--- config.mk ---
export PLATFORM = sky130hd
export DESIGN_NAME = seq_bypass_subtractor_flat
export DESIGN_NICKNAME = d
export VERILOG_FILES = /design/src/rtl/seq_bypass_subtractor_if.sv /design/src/rtl/seq_bypass_subtractor.sv /design/src/flat_wrapper.sv
export SDC_FILE = /design/constraint.sdc
export NUM_CORES = 1
export LEC_CHECK = 0
export ABC_AREA = 1
export CAP_MARGIN = 10
export CORE_ASPECT_RATIO = 0.7
export CORE_MARGIN = 4
export CORE_UTILIZATION = 45
export CTS_BUF_LIST = sky130_fd_sc_hd__clkbuf_4
export CTS_CLUSTER_DIAMETER = 150
export CTS_CLUSTER_SIZE = 28
export DETAILED_ROUTE_END_ITERATION = 12
export PLACE_DENSITY = 0.74
export SETUP_SLACK_MARGIN = 0.5
export SLEW_MARGIN = 25
export SYNTH_ARGS = -nofsm -noshare
export SYNTH_HDL_FRONTEND = slang
export SYNTH_SLANG_ARGS = --single-unit
--- constraint.sdc ---
create_clock -name clk -period 7.2 [get_ports clk]
set_input_delay 2.16 -clock clk [delete_from_list [all_inputs] [get_ports clk]]
set_output_delay 2.16 -clock clk [all_outputs]
set_load 0.005 [all_outputs]
--- src/rtl/seq_bypass_subtractor_if.sv ---
// Handshake and operand/result bundle for seq_bypass_subtractor.
// byp_cnt exists only when BYPASS_STATS_EN is defined.
interface seq_bypass_subtractor_if #(
  parameter int N = 32
);
`ifdef BYPASS_STATS_EN
  localparam int CW = $clog2(N / 8) + 1;
`endif

  logic         start;
  logic [N-1:0] a;
  logic [N-1:0] b;
  logic         bin;
  logic         in_ready;
  logic         busy;
  logic         valid;
  logic         out_ready;
  logic [N-1:0] diff;
  logic         borrow_out;
  logic         overflow;
`ifdef BYPASS_STATS_EN
  logic [CW-1:0] byp_cnt;
`endif

  modport master (
    output start, a, b, bin, out_ready,
    input  in_ready, busy, valid, diff, borrow_out, overflow
`ifdef BYPASS_STATS_EN
    , input byp_cnt
`endif
  );

  modport slave (
    input  start, a, b, bin, out_ready,
    output in_ready, busy, valid, diff, borrow_out, overflow
`ifdef BYPASS_STATS_EN
    , output byp_cnt
`endif
  );
endinterface

--- src/rtl/seq_bypass_subtractor.sv ---
// Sequential N-bit subtractor, one 8-bit carry-bypass block per cycle (a + ~b + ~bin).
// Optional bypassed-block counter on byp_cnt when BYPASS_STATS_EN is defined.
module seq_bypass_subtractor #(
  parameter int N   = 32,
  parameter int BLK = 8
) (
  input logic                   clk,
  input logic                   rst,
  seq_bypass_subtractor_if.slave bus
);
  localparam int NB = N / BLK;
  localparam int KW = $clog2(NB) + 1;

  typedef enum logic [1:0] {IDLE, RUN, DONE} state_t;

  // Returns {carry_out, carry_into_msb, sum}; carry_out takes the bypass path when all bits propagate.
  function automatic logic [BLK+1:0] blk_step(input logic [BLK-1:0] x,
                                              input logic [BLK-1:0] y_n,
                                              input logic           cin);
    logic [BLK:0]   rip;
    logic [BLK-1:0] p;
    logic           c_msb;
    logic           cout;
    rip   = {1'b0, x} + {1'b0, y_n} + {{BLK{1'b0}}, cin};
    p     = x ^ y_n;
    c_msb = p[BLK-1] ^ rip[BLK-1];
    cout  = (&p) ? cin : rip[BLK];
    return {cout, c_msb, rip[BLK-1:0]};
  endfunction

  state_t         state;
  logic [N-1:0]   work_p0;
  logic [N-1:0]   subt_p0;
  logic           carry_p0;
  logic [KW-1:0]  k_p0;
  logic [N-1:0]   diff_q;
  logic           borrow_q;
  logic           ovf_q;
  logic           in_ready_q;
  logic           busy_q;
  logic           valid_q;
`ifdef BYPASS_STATS_EN
  logic [KW-1:0]  byp_q;
`endif

  logic [BLK+1:0] step;
  logic [BLK-1:0] blk_sum;
  logic           blk_cout;
  logic           blk_cmsb;
  logic           blk_byp;
  logic           last_blk;

  always_comb begin
    step     = blk_step(work_p0[BLK-1:0], ~subt_p0[BLK-1:0], carry_p0);
    blk_sum  = step[BLK-1:0];
    blk_cmsb = step[BLK];
    blk_cout = step[BLK+1];
    blk_byp  = &(work_p0[BLK-1:0] ^ ~subt_p0[BLK-1:0]);
    last_blk = (k_p0 == KW'(NB - 1));
  end

  // Stage p0: work_p0 shifts operand blocks out at the bottom and sum blocks in at the top.
  always_ff @(posedge clk) begin
    if (rst) begin
      state      <= IDLE;
      carry_p0   <= 1'b0;
      k_p0       <= '0;
      diff_q     <= '0;
      borrow_q   <= 1'b0;
      ovf_q      <= 1'b0;
      in_ready_q <= 1'b1;
      busy_q     <= 1'b0;
      valid_q    <= 1'b0;
`ifdef BYPASS_STATS_EN
      byp_q      <= '0;
`endif
    end else begin
      case (state)
        IDLE: begin
          if (bus.start) begin
            work_p0    <= bus.a;
            subt_p0    <= bus.b;
            carry_p0   <= ~bus.bin;
            k_p0       <= '0;
            state      <= RUN;
            in_ready_q <= 1'b0;
            busy_q     <= 1'b1;
`ifdef BYPASS_STATS_EN
            byp_q      <= '0;
`endif
          end
        end
        RUN: begin
          work_p0  <= {blk_sum, work_p0[N-1:BLK]};
          subt_p0  <= subt_p0 >> BLK;
          carry_p0 <= blk_cout;
          k_p0     <= k_p0 + 1'b1;
`ifdef BYPASS_STATS_EN
          if (blk_byp) byp_q <= byp_q + 1'b1;
`endif
          if (last_blk) begin
            diff_q   <= {blk_sum, work_p0[N-1:BLK]};
            borrow_q <= ~blk_cout;
            ovf_q    <= blk_cmsb ^ blk_cout;
            state    <= DONE;
            busy_q   <= 1'b0;
            valid_q  <= 1'b1;
          end
        end
        DONE: begin
          if (bus.out_ready) begin
            state      <= IDLE;
            valid_q    <= 1'b0;
            in_ready_q <= 1'b1;
          end
        end
        default: begin
          state      <= IDLE;
          busy_q     <= 1'b0;
          valid_q    <= 1'b0;
          in_ready_q <= 1'b1;
        end
      endcase
    end
  end

`ifndef BYPASS_STATS_EN
  logic unused_byp;
  assign unused_byp = blk_byp;
`endif

  assign bus.in_ready   = in_ready_q;
  assign bus.busy       = busy_q;
  assign bus.valid      = valid_q;
  assign bus.diff       = diff_q;
  assign bus.borrow_out = borrow_q;
  assign bus.overflow   = ovf_q;
`ifdef BYPASS_STATS_EN
  assign bus.byp_cnt    = byp_q;
`endif
endmodule

--- src/flat_wrapper.sv ---
// flat-port wrapper written by rule: the top's interface ports become plain ports
module seq_bypass_subtractor_flat 
#(
  parameter int N   = 32,
  parameter int BLK = 8
)
  (clk, rst, bus_start, bus_a, bus_b, bus_bin, bus_out_ready, bus_in_ready, bus_busy, bus_valid, bus_diff, bus_borrow_out, bus_overflow);
  seq_bypass_subtractor_if #(.N(N)) bus_i ();
  input logic clk;
  input logic rst;
  input wire logic [$bits(bus_i.start)-1:0] bus_start;
  input wire logic [$bits(bus_i.a)-1:0] bus_a;
  input wire logic [$bits(bus_i.b)-1:0] bus_b;
  input wire logic [$bits(bus_i.bin)-1:0] bus_bin;
  input wire logic [$bits(bus_i.out_ready)-1:0] bus_out_ready;
  output wire logic [$bits(bus_i.in_ready)-1:0] bus_in_ready;
  output wire logic [$bits(bus_i.busy)-1:0] bus_busy;
  output wire logic [$bits(bus_i.valid)-1:0] bus_valid;
  output wire logic [$bits(bus_i.diff)-1:0] bus_diff;
  output wire logic [$bits(bus_i.borrow_out)-1:0] bus_borrow_out;
  output wire logic [$bits(bus_i.overflow)-1:0] bus_overflow;
  assign bus_i.start = bus_start;
  assign bus_i.a = bus_a;
  assign bus_i.b = bus_b;
  assign bus_i.bin = bus_bin;
  assign bus_i.out_ready = bus_out_ready;
  assign bus_in_ready = bus_i.in_ready;
  assign bus_busy = bus_i.busy;
  assign bus_valid = bus_i.valid;
  assign bus_diff = bus_i.diff;
  assign bus_borrow_out = bus_i.borrow_out;
  assign bus_overflow = bus_i.overflow;
  seq_bypass_subtractor #(.N(N), .BLK(BLK)) u_core (.clk(clk), .rst(rst), .bus(bus_i));
endmodule
==> qor.yml, run 1 <==
outcome: "finished clean"
worst_pin_slew_ns: 0.921
ys_ff_latch: 107
insertion_delay_ns: 0.47
synth_area_leaders: "edfxtp_1 41%, nand2_1 20%, dfxtp_1 18%"
p_per_area_nw_per_um2: 195
floorplan.initialDensity_pct: 47.5
hold_class: "flip-flop to flip-flop"
grt_pass1_vias: 3575
grt_util_all_layers_pct: 18.6
period_needed_ns: 4.20
netlist_instances: 545
setup_tns_ns: 0
globalplace.congestion: 0.800
endpoint: "u_core.work_p0[8]"
use_met3_pct: 5.45
dr_total_vias: 3790
drt.antenna.violating_nets: 0
finalHoldViolations: 0
fin_util_pct: 60.1
yosys.area.top_type_share_pct: 40.7
yosysTopAreaCell: "edfxtp_1"
post-place-ws_ns: 2.46
die_area_sq_um: 12200
viasPerCell: 4.90
cts_buffers: 9
synth-seq-area-share_pct: 58.9
fp.dieH_um: 93.7
syn_area_per_cell_sq_um: 8.66
cellLeakagePower_uw: 0.00252
setup_viol: 0
grt-busiest-layer: "met1"
met2_usage_pct: 26.7
cts-root-buf: "clkbuf_4"
layout_setup_ws_ns: 3.00
drc: 0
drt_wl_total_um: 11000
yosysWarnings: 0
critPathLaunch: "bus_start"
slew_headroom_pct: 38.4
synthDistinctLibCells: 27
hpwl_um: 7810
post_cts_buffers: 0
rsz0062_at_grt: "false"
die_x_um: 130
clkTransAtPathRegs_ns: 0.16
r2r_cells: 8
wl_per_cell_um: 14.2
clock_skew_ns: 0.0154
antenna_found_initial: 0
rr_endpoint: "u_core.bus.diff[27]"
holdBufCountCts: 0
cp_data_arrival_time_ns: 4.33
synth_nets: 626
diodes: 0
area_growth_pct: 26.7
port-buffer-count: 105
critPathLaunchType: "input pin"
grt_overflow: 0
timing.final.crit_share_pct: 58.3
grt_util_met1_pct: 27.7
critPathMaxFanout: 34
cts.path.max_buffers: 2
drtPass1Iterations: 5
synth_area_sq_um: 4720
cp-end-kind: "flip-flop"
max_freq_mhz: 238
vdd_drop_max_v: 0.000139
cts_resized: 0
reg2reg_from: "u_core.state[0]"
maxCapViolations: 0
grt_max_degree: 67
r2r_setup_slack_ns: 4.61
cts_tree: "done"
path_class: "input pin to flip-flop"
ios: 106
drive_above_1_share_pct: 4.18
core-area_sq_um: 9950
crit_required_ns: 7.33
grt_pass1_wl_um: 17700
first_iter_violations: 308
rows: 30
cts.sinks: 107
finalMaxSlewViolations: 0
h-tree-depth: 3
nets: 722
==> cell usage in the layout (no fill, tap or decap), drive strengths merged, types with 4 or more instances in the layout <==
master,instances
o21ai,11
nand3,13
dfxtp,43
nand2,254
inv,47
a21oi,38
ha,10
clkbuf,9
edfxtp,64
buf,4
clkdlybuf4s50,105
nor2,31
==> through the flow <==
step | hold WS (ns) | cell area [sq um] | instances | total power (uW)
global placement | 0.443 | 5850 | 758 | 885
detailed placement | 0.456 | 5850 | 758 | 888
CTS | 0.478 | 5980 | 774 | 1180
finish | 0.475 | 5980 | 774 | 1170
floorplan | 0.428 | 4720 | 545 | 811
global route | 0.494 | 5980 | 774 | 1220
==> cell families after synthesis <==
| kind of cell | after synthesis | share of synthesized area, % |
|---|---|---|
| flops | 107 | 58.9 |
| simple gates | 302 | 25.0 |
| xor+xnor | 4 | 0.742 |
| compound gates | 53 | 5.86 |
| fa+ha+maj | 12 | 3.50 |
| buf+inv | 67 | 5.99 |
==> routing by layer <==
layer | part of all wire [%] | vias up | wire length (um)
met5 | 0 | - | 0
met3 | 8.2 | 10 | 900
li1 | - | 1922 | -
met1 | 48 | 1728 | 5290
met2 | 43 | 130 | 4720
met4 | 0.86 | 0 | 95
==> worst min path at each step <==
stage,start,to,slack [ns],depth (start not counted)
final,u_core.bus.diff[17],u_core.bus.diff[17],0.48,2
after floorplan,u_core.k_p0[0],u_core.k_p0[0],0.43,1
after global routing,u_core.bus.diff[10],u_core.bus.diff[10],0.49,2
after CTS,u_core.bus.diff[14],u_core.bus.diff[14],0.48,2
after global placement,u_core.k_p0[0],u_core.k_p0[0],0.44,1
after detailed placement,u_core.bus.diff[14],u_core.bus.diff[14],0.46,2
==> registers in the layout, summed over array words and instances, names as in the netlist, named ones only <==
register and cells:
u_core.state 2, u_core.bus.borrow_out 1, u_core.bus.overflow 1, u_core.subt_p0 32
u_core.k_p0 3, u_core.bus.busy 1, u_core.work_p0 32, u_core.bus.diff 32
u_core.bus.in_ready 1, u_core.bus.valid 1
==> power by group <==
| part | leakage, uW | total [uW] | switching, uW | internal, uW |
|---|---|---|---|---|
| registers | 0.000963 | 703 | 14.6 | 689 |
| logic | 0.00149 | 173 | 98.3 | 74.4 |
| clock network | 0.0000749 | 293 | 212 | 80.5 |
==> synth_stat cells (all sizes together) <==
master,instances
inv,43
dfxtp,43
a21oi,38
nand2,254
and2,2
clkbuf,8
edfxtp,64
nor2,31
o22ai,1
o21a,1
fa,2
o21ai,11
or2,1
nand3b,1
o211ai,1
ha,10
nand3,13
xor2,3
buf,16
xnor2,1
a32o,1
==> area by class of cell <==
class	count	area (sq um)
Inverter	43	161
Clock inverter	7	66.3
Tap cell	128	160
Multi-Input combinational cell	371	1660
Clock buffer	9	67.6
Timing Repair Buffer	109	1080
Sequential cell	107	2780
Fill cell	887	3970
==> worst max-delay path, stage by stage <==
cell and delay (ns):
clkdlybuf4s50_1 0.50, nor2_1 0.06, nor2_1 0.23, inv_1 0.14, nor2_4 0.70, buf_4 0.53
Note: power is estimated with default switching activity, not from simulation.
==> inputs of run 2 (changes only) <==
==> constraint.sdc (replaced) <==
create_clock -name clk -period 4.18 [get_ports clk]
set_input_delay 1.254 -clock clk [delete_from_list [all_inputs] [get_ports clk]]
set_output_delay 1.254 -clock clk [all_outputs]
set_load 0.005 [all_outputs]
==> run 2 against run 1 <==
Compared with the run above:
- combinational power grew 72%
- power rose by 73%
- first-iteration DRC count fell by 2.6%
- largest cell class unchanged
- clock power increased by 75%
- die area unchanged
- via count increased by 1.7%
- final cell count unchanged
- register-to-register slack got worse by 2.9 ns
- clock skew decreased by 0.0036 ns
==> qor.yml, run 2 (synthesis results as in run 1) <==
hold_class: "flip-flop to flip-flop"
drc: 0  # unchanged
rsz0062_at_grt: "false"
path_cells: "clkdlybuf4s50_1"
floorplan.initialDensity_pct: 47.5  # unchanged
post_dp_cell_area_sq_um: 5860  # +0.21%
cp_data_arrival_time_ns: 1.40  # -2.93 ns
drtPass1Iterations: 5  # unchanged
outcome: "finished clean"
period_needed_ns: 2.66
die_area_sq_um: 12200  # unchanged
grt_pass1_vias: 3635  # +1.7%
crit_required_ns: 2.93  # -4.40 ns
cts.path.max_buffers: 2  # unchanged
cts_buffers: 9  # unchanged
fin_area_sq_um: 5990  # +0.17%
cellLeakagePower_uw: 0.00252  # -0.23%
die_x_um: 130  # unchanged
finalMaxSlewViolations: 0  # unchanged
dr_total_vias: 3855  # +1.7%
globalplace.congestion: 0.890  # +11%
worst_pin_slew_ns: 0.915  # -0.00649 ns
fin_hold_ws_ns: 0.470  # -0.00569 ns
slowest_stage: "clkdlybuf4s50_1"
fill_cells: 866  # -2.4%
slowest_delay_ns: 0.53  # -0.17 ns
mostFrequentLayoutCells: "254 x nand2_1, 105 x clkdlybuf4s50_1, 64 x edfxtp_1"
vdd_drop_max_v: 0.000140  # +0.64%
core-area_sq_um: 9950  # unchanged
wl_per_cell_um: 14.4  # +1.5%
port-buffer-count: 105  # unchanged
ios: 106  # unchanged
cts_resized: 0  # unchanged
clkTransAtPathRegs_ns: 0.15  # about the same
holdBufCountCts: 0  # unchanged
antenna_found_initial: 0  # unchanged
final_common_cell: "nand2_1"
cp-end-kind: "primary output"
h-tree-depth: 3  # unchanged
path_delay_family: "buffers and inverters"
post_cts_buffers: 0  # unchanged
area_growth_pct: 26.9
timing.final.crit_share_pct: 63.6
clock_skew_ns: 0.0118  # -0.00362 ns
viasPerCell: 4.98  # +1.7%
drt_wl_total_um: 11200  # +1.5%
rows: 30  # unchanged
grt_pass1_wl_um: 17400  # -2.0%
grt_max_degree: 67  # unchanged
nets: 722  # unchanged
dp_cells: 758  # unchanged
insertion_delay_ns: 0.46  # about the same
critPathLaunchType: "flip-flop"
critPathMaxFanout: 2  # -94%
slew_headroom_pct: 38.9  # +0.43 points
grt_overflow: 0  # unchanged
max_freq_mhz: 376
cts_tree: "done"
p_per_area_nw_per_um2: 337  # +73%
final_cells: 774  # unchanged
setup_tns_ns: 0  # unchanged
maxCapViolations: 0  # unchanged
path_class: "flip-flop to primary output"
drive_above_1_share_pct: 3.72  # -0.46 points
grt_util_all_layers_pct: 18.4  # -0.21 points
setup_viol: 0  # unchanged
cts-root-buf: "clkbuf_4"
finalHoldViolations: 0  # unchanged
first_iter_violations: 300  # -2.6%
hpwl_um: 7820  # +0.23%
drt.antenna.violating_nets: 0  # unchanged
crit_buf_inv: 1  # -2
cts.sinks: 107  # unchanged
diodes: 0  # unchanged
fp.dieH_um: 93.7  # unchanged
## run 2: cell types whose count changed in the layout (fill, tap and decap cells not counted)
cell	previous run	this run
clkinvlp_4	0	2
inv_8	2	0
inv_6	2	0
clkbuf_4	9	10
clkinv_1	0	3
clkinv_4	3	0
buf_4	4	3
bufinv_16	0	1
buf_12	0	1
## run 2: area by class of cell
| type | count | area (sq um) | share of cell area (%) |
|---|---|---|---|
| Sequential cell | 107 | 2780 | 46.4 |
| Clock inverter | 6 | 56.3 | 0.940 |
| Clock buffer | 10 | 75.1 | 1.25 |
| Timing Repair Buffer | 109 | 1090 | 18.3 |
| Tap cell | 128 | 160 | 2.67 |
| Inverter | 43 | 161 | 2.69 |
| Multi-Input combinational cell | 371 | 1660 | 27.8 |
## run 2: where the power goes
part	internal (uW)	switching [uW]	leakage, uW
registers	1190	23.3	0.000963
clock network	184	330	0.0000651
logic	129	168	0.00149
## run 2: layer usage
layer | share of wire (%) | vias up | track usage (%)
met5 | 0 | - | 0
met4 | 1.3 | 0 | 4.79
met3 | 8.6 | 13 | 5.23
met2 | 44 | 154 | 26.2
met1 | 46 | 1773 | 27.5
li1 | - | 1915 | -
## run 2: metrics by stage
step | utilization [%] | total power (uW) | worst slack [ns]
after floorplan | - | 1400 | 0.519
after global placement | 58.9 | 1520 | 1.29
after detailed placement | 58.9 | 1530 | 1.23
after CTS | 60.2 | 2030 | 1.50
after global routing | 60.2 | 2110 | 1.46
final | 60.2 | 2020 | 1.52
## run 2: path summary, 6_finish.rpt
path / from / endpoint / slack (ns) / cells after the start
setup / recovery: u_core.bus.diff[13] / bus_diff[13] / 1.52 / 1
hold reg to reg: u_core.bus.diff[9] / u_core.bus.diff[9] / 0.47 / 2
hold / removal: u_core.bus.diff[9] / u_core.bus.diff[9] / 0.47 / 2
setup reg to reg: u_core.k_p0[0] / u_core.bus.diff[28] / 1.76 / 7
